`src/rtl/adc_frame_packer.sv`:
```
`default_nettype none
// ============================================================================
//  Module   : adc_frame_packer
//  Purpose  : Multi-channel ADC capture with per-channel decimation, raw or
//             processed source select, and framed valid/ready word stream.
//  Revision : 1.0  initial release
// ============================================================================
module adc_frame_packer #(
  parameter int N_CH      = 2,
  parameter int DATA_W    = 16,
  parameter int BLOCK_LEN = 128,
  parameter int DECIM_W   = 8,
  parameter int OVR_W     = 8
) (
  input  logic                     clk,
  input  logic                     rst,
  input  logic                     start,
  input  logic [N_CH-1:0]          ch_en,
  input  logic [N_CH-1:0]          src_sel,
  input  logic [DECIM_W-1:0]       decim,
  input  logic [N_CH-1:0]          adc_cs,
  input  logic [N_CH*DATA_W-1:0]   adc_data,
  input  logic [N_CH*DATA_W-1:0]   alt_data,
  output logic [DATA_W-1:0]        out_data,
  output logic                     out_valid,
  output logic                     out_last,
  input  logic                     out_ready,
  output logic [15:0]              frame_seq,
  output logic [N_CH*OVR_W-1:0]    overrun_cnt,
  output logic                     overrun_err
);

  localparam int c_CH_W  = (N_CH > 1) ? $clog2(N_CH) : 1;
  localparam int c_GRP_W = $clog2(BLOCK_LEN + 1);
  localparam logic [c_GRP_W-1:0] c_GRP_LAST = c_GRP_W'(BLOCK_LEN - 1);

  typedef enum logic [1:0] {
    S_IDLE = 2'd0,
    S_WAIT = 2'd1,
    S_HDR  = 2'd2,
    S_DATA = 2'd3
  } state_t;

  state_t               r_state;
  logic [N_CH-1:0]      r_ch_lat;
  logic [N_CH-1:0]      r_src_lat;
  logic [DECIM_W-1:0]   r_decim_lat;
  logic [c_GRP_W-1:0]   r_grp_cnt;
  logic [c_CH_W-1:0]    r_ch;
  logic [DATA_W-1:0]    r_data;
  logic                 r_valid;
  logic                 r_last;
  logic [15:0]          r_frame_seq;
  logic                 r_ovr_err;

  logic [N_CH-1:0]      w_pend;
  logic [N_CH-1:0]      w_clr;
  logic [N_CH-1:0]      w_ovr_hit;
  logic [DATA_W-1:0]    w_hold [N_CH];
  logic [c_CH_W-1:0]    w_first_ch;
  logic [c_CH_W-1:0]    w_next_ch;
  logic [c_CH_W-1:0]    w_last_ch;
  logic [DATA_W-1:0]    w_hdr;
  logic                 w_grp_last;
  logic                 w_all_pend;
  logic                 w_hdr_go;
  logic                 w_xfer;

  assign w_grp_last = (r_grp_cnt == c_GRP_LAST);
  assign w_all_pend = ((w_pend & r_ch_lat) == r_ch_lat);
  assign w_hdr_go   = (r_state == S_WAIT) && start && w_all_pend && (r_grp_cnt == '0);
  assign w_xfer     = (r_state == S_DATA) && out_ready;
  // Header reflects the configuration being latched in the same cycle
  assign w_hdr      = DATA_W'({4'hA, r_frame_seq[3:0], 8'(ch_en)});

  always_comb begin
    w_first_ch = '0;
    w_next_ch  = '0;
    w_last_ch  = '0;
    for (int k = N_CH - 1; k >= 0; k--) begin
      if (r_ch_lat[k]) w_first_ch = c_CH_W'(k);
      if (r_ch_lat[k] && (c_CH_W'(k) > r_ch)) w_next_ch = c_CH_W'(k);
    end
    for (int k = 0; k < N_CH; k++) begin
      if (r_ch_lat[k]) w_last_ch = c_CH_W'(k);
    end
  end

  for (genvar k = 0; k < N_CH; k++) begin : g_ch
    logic               r_cs_meta;
    logic               r_cs_sync;
    logic               r_cs_prev;
    logic               r_pend;
    logic [DECIM_W-1:0] r_dcnt;
    logic [OVR_W-1:0]   r_ovr;
    logic [DATA_W-1:0]  r_hold;
    logic               w_strobe;
    logic               w_accept;
    logic               w_keep;
    logic               w_busy;

    assign w_strobe = r_cs_sync & ~r_cs_prev;
    assign w_accept = w_strobe && (r_dcnt == r_decim_lat);
    assign w_keep   = w_accept && r_ch_lat[k] && (r_state != S_IDLE);
    // A word leaving this cycle frees the slot for a sample arriving now
    assign w_busy   = r_pend && !w_clr[k];
    assign w_clr[k] = (w_xfer && (r_ch == c_CH_W'(k))) || (w_hdr_go && !ch_en[k]);

    always_ff @(posedge clk) begin
      if (rst) begin
        r_cs_meta <= 1'b0;
        r_cs_sync <= 1'b0;
        r_cs_prev <= 1'b0;
        r_pend    <= 1'b0;
        r_dcnt    <= '0;
        r_ovr     <= '0;
        r_hold    <= '0;
      end else begin
        r_cs_meta <= adc_cs[k];
        r_cs_sync <= r_cs_meta;
        r_cs_prev <= r_cs_sync;

        if (r_state == S_IDLE)
          r_dcnt <= '0;
        else if (w_strobe)
          r_dcnt <= w_accept ? '0 : r_dcnt + 1'b1;

        if (r_state == S_IDLE) begin
          r_pend <= 1'b0;
        end else if (w_keep && !w_busy) begin
          r_pend <= 1'b1;
          r_hold <= r_src_lat[k] ? alt_data[k*DATA_W +: DATA_W]
                                 : adc_data[k*DATA_W +: DATA_W];
        end else if (w_clr[k]) begin
          r_pend <= 1'b0;
        end

        if (w_keep && w_busy && (r_ovr != '1))
          r_ovr <= r_ovr + 1'b1;
      end
    end

    assign w_pend[k]    = r_pend;
    assign w_hold[k]    = r_hold;
    assign w_ovr_hit[k] = w_keep && w_busy;
    assign overrun_cnt[k*OVR_W +: OVR_W] = r_ovr;
  end

  always_ff @(posedge clk) begin
    if (rst) begin
      r_state     <= S_IDLE;
      r_ch_lat    <= '0;
      r_src_lat   <= '0;
      r_decim_lat <= '0;
      r_grp_cnt   <= '0;
      r_ch        <= '0;
      r_data      <= '0;
      r_valid     <= 1'b0;
      r_last      <= 1'b0;
      r_frame_seq <= '0;
      r_ovr_err   <= 1'b0;
    end else begin
      if (|w_ovr_hit) r_ovr_err <= 1'b1;

      case (r_state)
        S_IDLE: begin
          r_valid <= 1'b0;
          r_last  <= 1'b0;
          if (start && (ch_en != '0)) begin
            r_ch_lat    <= ch_en;
            r_src_lat   <= src_sel;
            r_decim_lat <= decim;
            r_grp_cnt   <= '0;
            r_state     <= S_WAIT;
          end
        end

        S_WAIT: begin
          if (!start) begin
            r_state <= S_IDLE;
          end else if (w_hdr_go) begin
            r_ch_lat    <= ch_en;
            r_src_lat   <= src_sel;
            r_decim_lat <= decim;
            r_data      <= w_hdr;
            r_valid     <= 1'b1;
            r_last      <= 1'b0;
            r_state     <= S_HDR;
          end else if (w_all_pend) begin
            r_ch    <= w_first_ch;
            r_data  <= w_hold[w_first_ch];
            r_valid <= 1'b1;
            r_last  <= w_grp_last && (w_first_ch == w_last_ch);
            r_state <= S_DATA;
          end
        end

        S_HDR: begin
          if (out_ready) begin
            r_ch    <= w_first_ch;
            r_data  <= w_hold[w_first_ch];
            r_last  <= w_grp_last && (w_first_ch == w_last_ch);
            r_state <= S_DATA;
          end
        end

        S_DATA: begin
          if (out_ready) begin
            if (r_ch == w_last_ch) begin
              r_valid <= 1'b0;
              r_last  <= 1'b0;
              r_state <= S_WAIT;
              if (w_grp_last) begin
                r_grp_cnt   <= '0;
                r_frame_seq <= r_frame_seq + 16'd1;
              end else begin
                r_grp_cnt <= r_grp_cnt + 1'b1;
              end
            end else begin
              r_ch   <= w_next_ch;
              r_data <= w_hold[w_next_ch];
              r_last <= w_grp_last && (w_next_ch == w_last_ch);
            end
          end
        end

        default: r_state <= S_IDLE;
      endcase
    end
  end

  assign out_data    = r_data;
  assign out_valid   = r_valid;
  assign out_last    = r_last;
  assign frame_seq   = r_frame_seq;
  assign overrun_err = r_ovr_err;

endmodule
`default_nettype wire

```
`config.mk`:
```
export PLATFORM = sky130hd
export DESIGN_NAME = adc_frame_packer
export DESIGN_NICKNAME = d
export VERILOG_FILES = /design/src/rtl/adc_frame_packer.sv
export SDC_FILE = /design/constraint.sdc
export NUM_CORES = 1
export LEC_CHECK = 0
export CAP_MARGIN = 20
export CORE_AREA = 2 2 125 127
export DETAILED_ROUTE_END_ITERATION = 7
export DIE_AREA = 0 0 127 129
export GPL_TIMING_DRIVEN = 0
export PLACE_DENSITY = 0.76
export SLEW_MARGIN = 30
export SYNTH_ARGS = -nofsm -noshare
export SYNTH_HDL_FRONTEND = slang
export SYNTH_SLANG_ARGS = --single-unit
```
`constraint.sdc`:
```
create_clock -name clk -period 2.2 [get_ports clk]
set_input_delay 0.33 -clock clk [delete_from_list [all_inputs] [get_ports clk]]
set_output_delay 0.33 -clock clk [all_outputs]
set_load 0.02 [all_outputs]
```
* After elaboration in Yosys (flattened, before gate mapping) *
Index checks and enable logic that the tools add are counted.

word-level totals
  register bits after elaboration = 130
  output and inout bits = 51
  word-level logic and storage cells = 194

operators by class
  add/subtract/negate cells = 6
  $lt $le $gt $ge = 4
  eq/ne operators = 23
  mux-type cells = 70
  bitwise gates (word level) = 9
  reductions and logical operators = 57

operators with widths
  kind                                                              number
  16-bit two-way mux                                                14
  8-bit two-way mux                                                 9
  16-bit case mux with 3 select lines                               1
  8-bit by 1-bit adder with 8-bit output (second input constant)    5
  8-bit case mux with 2 select lines                                2
  1-bit logical AND                                                 27
  2-bit two-way mux                                                 13
  1-bit two-way mux                                                 25
  16-bit by 1-bit adder with 16-bit output (second input constant)  1
  8-bit == test                                                     2
  8-bit inequality test (second input constant)                     2
  4-bit AND reduction                                               4
  2-bit inequality test (second input constant)                     7
  2-bit nonzero test                                                6
  5-bit AND reduction                                               2
  8-bit by 7-bit == test with 1-bit output (second input constant)  1
  8-bit zero test                                                   1
  2-bit case mux with 2 select lines                                2
  2-bit case mux with 4 select lines                                1
  7-bit AND reduction                                               1
  1-bit zero test                                                   6
  1-bit case mux with 3 select lines                                2
  6-bit AND reduction                                               1
  3-bit nonzero test                                                2
  18 further kinds                                                  32

* Logic depth before layout (Yosys ltp) *
Gate-level depths: netlist (run 1).

  depth after elaboration = 11
  gate-level depth with buffers = 10
  mapped depth without buffers = 7

* Least setup slack after synthesis (run 1) *
Ideal clock, no wire load.

  path kind = flip-flop to flip-flop
  from = reg r_state[0]
  to = reg g_ch[1].r_ovr[5]
  library setup time = 0.123 ns
  arrival time = 2.110 ns
  setup slack = -0.033 ns
  stages on the path, launching flop included = 10
  period minus slack after synthesis = 2.233 ns
  path through = dfxtp_1 inv_1 ha_1 clkbuf_1 inv_1 nand2_1 or4_1 clkbuf_1 nor4b_1 mux2_1

between the ends
  cells in the longest elaborated chain, start to end = 10

RTL lines
  element                                   RTL line  text
  start, declared                           44        state_t r_state;
  start signal, assigned                    151       r_state <= S_IDLE;
  start signal, assigned                    174       r_state <= S_WAIT;
  start signal, assigned                    180       r_state <= S_IDLE;
  2-bit by 1-bit == test with 1-bit output  71        assign w_hdr_go = (r_state == S_WAIT) && start && w_all_pend && (r_grp_cnt == '0);
  1-bit logical AND (3 in series)           71
  1-bit logical AND                         107       assign w_clr[k] = (w_xfer && (r_ch == c_CH_W'(k))) || (w_hdr_go && !ch_en[k]);
  1-bit logical OR                          107
  1-bit zero test                           106       assign w_busy = r_pend && !w_clr[k];
  1-bit logical AND                         106
  1-bit logical AND * (2 in series)         138       if (w_keep && w_busy && (r_ovr != '1))
  end signal, assigned                      139       r_ovr <= r_ovr + 1'b1;
  end, declared                             95        logic [OVR_W-1:0] r_ovr;

Every way passes the cells marked *; elsewhere a longest branch is shown, timed or not.
A chain may end at the register's enable or synchronous reset.

* Worst setup path after layout (run 1) *
  from = reg r_grp_cnt[4]
  to = reg g_ch[0].r_hold[6]

between the ends
  cells in the longest elaborated chain, start to end = 9

RTL lines
  element                               RTL line  text
  start, declared                       48        logic [c_GRP_W-1:0] r_grp_cnt;
  start signal, assigned                217       r_grp_cnt <= r_grp_cnt + 1'b1;
  8-bit zero test                       71
  1-bit logical AND                     71
  1-bit logical AND                     107
  1-bit logical OR                      107
  1-bit zero test                       106
  1-bit logical AND                     106
  1-bit zero test                       130       end else if (w_keep && !w_busy) begin
  1-bit logical AND                     130
  2-bit AND reduction (no source line)  n/a
  end signal, assigned                  132       r_hold <= r_src_lat[k] ? alt_data[k*DATA_W +: DATA_W]
  end, declared                         96        logic [DATA_W-1:0] r_hold;

No other way between the ends.

==> impl_metrics.tcl, run 1 <==
set metrics [dict create \
    cap_violations 0 \
    yosysUniqueCellTypes 61 \
    vias 7022 \
    start_util_pct 47.24 \
    drive_gt1_share_pct 21.33 \
    finalSetupViolations 16 \
    whs_ps 439.5 \
    path_cells "or3_4, or3_1, buf_6, o31a_1, buf_6, clkbuf_16, o21ai_4, o41ai_4" \
    hold_buffers 0 \
    sw_frac_of_total_pct 27.76 \
    clock-sinks 130 \
    synthToLayoutAreaGrowth_pct 42.99 \
    numPortBuffers 132 \
    grt_pass1_wl_mm 34.00 \
    intPower_mw 5.380 \
    grt_pass1_vias 6667 \
    wire_per_inst_um 19.21 \
    antenna_found_initial 0 \
    cts_buffers 17 \
    worst_slack_ps -57.55 \
    grt.total_usage_pct 26.28 \
    drc 0 \
    n_antenna_cell 0 \
    yosys_warnings 0 \
    hold_violations 0 \
    switching_power_mw 2.068 \
    pwr-share-seq_pct 34.8 \
    rsz0062_at_grt "yes" \
    grt_overflow_total 0 \
    ir_drop_uv 627.4 \
    min_period_ps 2258 \
    die-area_mm2 0.01638 \
    synth_edf_count 0 \
    die_x_um 127 \
    gp_congestion 0.8719 \
    placedCellCount 1122 \
    crit_slowest_cell "or3_4" \
    tritoncts "done" \
    cts_buffer_depth 2 \
    clockRootBuffer "clkbuf_16" \
    critPathCaptureType "register" \
    grt_max_degree 17 \
    p_leak_nw 3.735 \
    finalClockSkew_ps 6.506 \
    clkTransAtPathRegs_ps 60 \
    crit_type "register to register" \
    cp_common_cell "buf_6" \
    core_area_mm2 0.01498 \
    dr.pass1.iters 7 \
    hp-class "register to register" \
    crit_fanout 7 \
    fp.dieH_um 129 \
    syn-cell-area_mm2 0.007076 \
    via_per_inst 5.966 \
    htreeDepth 4 \
    crit_family "simple AND/OR/NAND/NOR gates" \
    drt_wl_total_mm 22.61 \
    post-place-ws_ps -801.5 \
    io_pins 133 \
    num_rows 45 \
    async_reset_ff_share_pct 0 \
    violations "negative setup slack" \
    tightest_slew_ps 933.0 \
    fmaxAchievable_mhz 443.0 \
    cp.arrival_ps 2530 \
    fin_crit_sh_pct 102.6 \
    clkLatencyLatePin_ps 420 \
    powerDensity_mw_per_mm2 736.2 \
    synth_fp_nets 897 \
    cp_slowest_stage_delay_ps 380 \
    status "complete, but fails checks" \
    cp.buffers_inverters 3 \
    netlist_instances 802 \
    ys_seq_area_share_pct 36.78 \
    syn_area_per_cell_um2 8.822 \
    hpwl_mm 14.88 \
    final_util_pct 67.55 \
    finalPower_mw 7.448 \
    fin_tns_setup_ps -458.0 \
    ant_nets 0 \
    start_kind "register" \
    final_nets 1071 \
    p_clk_share_pct 43.5 \
    final_cells 1177 \
    stdcell_area_mm2 0.01012 \
    synth_ff_type "dfxtp_1" \
    synth_seq_cells 130 \
    relSlewSlack_pct 37.80 \
    drt_iter0_markers 651 \
    dpl_cell_area_mm2 0.008638 \
    drv_slew 0 \
    cp.required_ps 2470 \
    nFillCells 1174 \
    power_frac_comb_pct 21.6 \
]
power groups by stage:
stage          Combinational (mW)  Sequential (mW)  Clock [mW]
6_report                     1.61             2.59        3.24
5_1_grt                      1.72             2.60        3.36
4_1_cts                      1.44             2.58        3.25
3_5_place_dp                 1.34             2.62           0
3_3_place_gp                 1.33             2.62           0
2_1_floorplan               0.762             2.66           0
layout by cell type (no fill, tap or decap), types with 9 or more instances in the layout:
| cell type | count |
|---|---|
| nand3_1 | 39 |
| xor2_1 | 32 |
| clkbuf_16 | 20 |
| buf_4 | 26 |
| ha_1 | 9 |
| nor2b_1 | 34 |
| nor4_1 | 17 |
| nand2b_1 | 10 |
| nor3_1 | 13 |
| o41ai_2 | 9 |
| nand2_1 | 36 |
| a211oi_1 | 15 |
| o21ai_0 | 31 |
| dfxtp_2 | 15 |
| nand4_1 | 15 |
| mux2i_1 | 39 |
| nor2_1 | 69 |
| clkdlybuf4s50_1 | 132 |
| a21oi_1 | 41 |
| clkbuf_1 | 21 |
| clkbuf_2 | 14 |
| xnor2_1 | 10 |
| mux2_2 | 26 |
| dfxtp_1 | 109 |
| a31o_1 | 17 |
| and3_1 | 10 |
synthesized netlist by cell type (26+ instances only):
library cell	count	area (um^2)
a21oi_1	41	205.2
clkbuf_1	40	150.1
dfxtp_1	130	2603
mux2_2	26	292.8
mux2i_1	39	390.4
nand2_1	38	142.6
nand3_1	42	210.2
nor2_1	69	259.0
nor2b_1	34	212.7
nor4_1	26	162.7
o21ai_0	31	155.2
xor2_1	32	280.3
final cells by class:
class	count	area (um^2)	area share [%]
multi-input cells	604	4624	45.71
flip-flops and latches	130	2644	26.13
repair buffers	161	1593	15.74
clock buffers	22	464.2	4.588
plain buffers	49	299.0	2.956
well taps	188	235.2	2.325
clock inverters	10	203.9	2.016
inverters	13	53.80	0.5318
logic make-up (layout without fill, tap and decap cells):
logic type,Yosys count,after routing,synth area share [%]
AO/OA/AOI/OAI,177,177,18.13
XOR/XNOR,45,45,5.570
adder cells (fa/ha/maj),13,13,2.299
buffers and inverters,68,255,4.049
flip-flops,130,130,36.78
multiplexers,73,73,10.93
AND/OR/NAND/NOR,296,296,22.25
registers in the layout, summed over array words and instances, names as in the netlist:
register        cells
out_last            1
g_ch.r_cs_prev      2
out_data           16
r_decim_lat         8
overrun_err         1
r_state             2
r_src_lat           2
g_ch.r_cs_sync      2
g_ch.r_pend         2
g_ch.r_cs_meta      2
g_ch.r_hold        32
g_ch.r_dcnt        16
r_ch_lat            2
g_ch.r_ovr         16
frame_seq          16
r_grp_cnt           8
out_valid           1
r_ch                1
worst paths after layout:
check                                from                             end  slack (ps)  cells past startpoint
max             r_grp_cnt[4]$_SDFFE_PP0P_  g_ch[0].r_hold[6]$_SDFFE_PP0P_         -60                      8
min          g_ch[0].r_cs_meta$_SDFF_PP0_    g_ch[0].r_cs_sync$_SDFF_PP0_         440                      1
max reg2reg     r_grp_cnt[4]$_SDFFE_PP0P_  g_ch[0].r_hold[6]$_SDFFE_PP0P_         -60                      8
min reg2reg  g_ch[0].r_cs_meta$_SDFF_PP0_    g_ch[0].r_cs_sync$_SDFF_PP0_         440                      1
layer usage:
layer	track usage, %	wire [um]	vias up
met1	33.16	9772	3391
li1	-	-	3311
met5	0	0	-
met4	10.02	576	0
met3	6.320	1418	47
met2	43.80	10850	273
timing repair:
action	in CTS	in global routing
pin swaps	9	29
setup buffers	13	12
endpoints found under the hold margin	0	0
resized for setup	53	102
cloned	0	4
setup endpoints to repair	80	102
(Power assumes the default switching activity.)
==> run 2: changes to the inputs <==
SLEW_MARGIN = default   (was 30)
==> results of run 2 <==
Same layout as run 1: the final DEF is identical, and so are final timing and power.
==> run 3: changes to the inputs <==
CORE_AREA = 2 2 129 131   (was 2 2 125 127)
DIE_AREA = 0 0 131 133   (was 0 0 127 129)
PLACE_DENSITY = 0.72   (was 0.76)
==> run 3 against run 2 <==
Effect of this change:
- the run now ends clean
- maximum frequency increased by 3.0%
- routed wire length decreased by 0.90%
- worst hold slack better by 14 ps
- worst setup slack improved by 65 ps
- final cell count grew 1.4%
- non-clock buffer count shrank 15
- sequential share of layout area rose by 0.076 points
- register-to-register slack improved by 70 ps
- clock skew about the same
- critical endpoint is now g_ch[0].r_hold[11]$_SDFFE_PP0P_
==> impl_metrics.tcl, run 3 (synthesis gave the netlist of run 1 again) <==
set metrics [dict create \
    numPortBuffers 132 \
    sw_frac_of_total_pct 28.35 \
    largest-register "g_ch.r_hold" \
    clockRootBuffer "clkbuf_16" \
    power_frac_comb_pct 21.3 \
    worstHoldStart "g_ch[0].r_cs_meta$_SDFF_PP0_" \
    htreeDepth 4 \
    critPathCaptureType "register" \
    cts_buffers 17 \
    cap_violations 0 \
    rr_endpoint "g_ch[0].r_hold[11]$_SDFFE_PP0P_" \
    whs_ps 453.3 \
    hold_buffers 0 \
    cts_buffer_depth 2 \
    dpl_cell_area_mm2 0.008678 \
    tritoncts "done" \
    antenna_found_initial 0 \
    clkLatencyLatePin_ps 430 \
    powerDensity_mw_per_mm2 730.3 \
    die-area_mm2 0.01742 \
    ff2ff_path_depth 7 \
    start_util_pct 43.75 \
    dr.pass1.iters 6 \
    rsz0062_at_grt "yes" \
    p_clk_share_pct 43.0 \
    io_pins 133 \
    fp.dieH_um 133 \
    crit_type "register to register" \
    grt_max_degree 20 \
    p_leak_nw 3.606 \
    n_antenna_cell 0 \
    gp_congestion 0.8720 \
    stdcell_area_mm2 0.009997 \
    rrSetupSlack_ps 8 \
    relSlewSlack_pct 45.84 \
    hold-path-cell-count 1 \
    drive_gt1_share_pct 19.92 \
    mostFrequentLayoutCells "132 x clkdlybuf4s50_1, 120 x dfxtp_1, 69 x nor2_1, 40 x a21oi_1, 40 x nand3_1" \
    synthToLayoutAreaGrowth_pct 41.29 \
    grt_pass1_wl_mm 34.79 \
    ir_drop_uv 673.2 \
    vias 6978 \
    ant_nets 0 \
    grt_pass1_vias 6692 \
    hold_violations 0 \
    rr_startpoint "r_grp_cnt[4]$_SDFFE_PP0P_" \
    hp-class "register to register" \
    post-place-ws_ps -578.0 \
    drt_iter0_markers 588 \
    switching_power_mw 2.070 \
    finalClockSkew_ps 6.441 \
    fin_crit_sh_pct 99.64 \
    hpwl_mm 15.34 \
    via_per_inst 5.844 \
    pwr-share-seq_pct 35.7 \
    cp.required_ps 2530 \
    start_kind "register" \
    cp.arrival_ps 2520 \
    crit_fanout 10 \
    largest_reg_flops 32 \
    core_area_mm2 0.01617 \
    drc 0 \
    worst_slack_ps 7.946 \
    tightest_slew_ps 812.4 \
    hold_path_end "g_ch[0].r_cs_sync$_SDFF_PP0_" \
    fmaxAchievable_mhz 456.2 \
    fin_tns_setup_ps 0 \
    clkTransAtPathRegs_ps 60 \
    die_x_um 131 \
    grt_overflow_total 0 \
    drv_slew 0 \
    intPower_mw 5.231 \
    grt.total_usage_pct 25.52 \
    final_util_pct 61.82 \
    clock-sinks 130 \
    drt_wl_total_mm 22.41 \
    finalSetupViolations 0 \
    wire_per_inst_um 18.77 \
    status "finished clean" \
    final_nets 1056 \
    num_rows 47 \
    min_period_ps 2192 \
    layout_commonest_cell "clkdlybuf4s50_1" \
]
## run 3: cell type report
type                       count  area [um^2]
buffer                        48        296.5
clock buffer                  22        464.2
clock inverter                10        180.2
fill                        1340         6175
inverter                      13        51.30
multi-input combinational    604         4657
sequential                   130         2620
tap                          220        275.3
timing repair buffer         147         1453
## run 3: how the worst max path moves through the flow
stage	start	to	slack, ps	depth (start not counted)
finish	r_grp_cnt[4]$_SDFFE_PP0P_	g_ch[0].r_hold[11]$_SDFFE_PP0P_	8	7
global route	r_grp_cnt[4]$_SDFFE_PP0P_	g_ch[0].r_hold[10]$_SDFFE_PP0P_	-50	7
CTS	r_state[0]$_SDFFE_PP0P_	g_ch[1].r_ovr[5]$_SDFFE_PP0P_	2	7
detailed placement	r_state[0]$_SDFFE_PP0P_	g_ch[1].r_hold[8]$_SDFFE_PP0P_	-580	9
global placement	r_state[0]$_SDFFE_PP0P_	g_ch[1].r_hold[6]$_SDFFE_PP0P_	-560	9
floorplan	r_state[0]$_SDFFE_PP0P_	g_ch[1].r_ovr[2]$_SDFFE_PP0P_	-7	9
## run 3: metrics by stage
| step | std cells | power [mW] |
|---|---|---|
| floorplan | 802 | 3.426 |
| global placement | 1154 | 3.966 |
| detailed placement | 1154 | 3.982 |
| CTS | 1189 | 7.177 |
| global route | 1194 | 7.544 |
| finish | 1194 | 7.301 |
## run 3: power groups by stage
| stage | logic (mW) | registers, mW | clock network [mW] |
|---|---|---|---|
| after floorplan | 0.762 | 2.66 | 0 |
| after global placement | 1.34 | 2.62 | 0 |
| after detailed placement | 1.36 | 2.62 | 0 |
| after CTS | 1.46 | 2.58 | 3.14 |
| after global routing | 1.68 | 2.61 | 3.25 |
| final | 1.55 | 2.60 | 3.14 |
## run 3: metal layers
layer,routed length [um],part of all wire [%],GRT usage [%],vias up
li1,-,-,-,3275
met1,9718,43,33.90,3397
met2,10860,48,40.67,265
met3,1437,6.4,6.066,41
met4,390,1.7,8.333,0
met5,0,0,0,-
## run 3: critical path: stages, from the launching register on
cell     delay, ps
dfxtp_4        340
or3_4          390
or3_1          330
buf_6          150
o31a_1         250
buf_6          160
buf_12         160
o41ai_2        310
## run 3: what timing repair did
action | in CTS | in global routing
setup endpoints to repair | 87 | 84
pin swaps | 10 | 7
gates resized for setup | 48 | 104
gates cloned | 1 | 1
setup buffers | 8 | 5
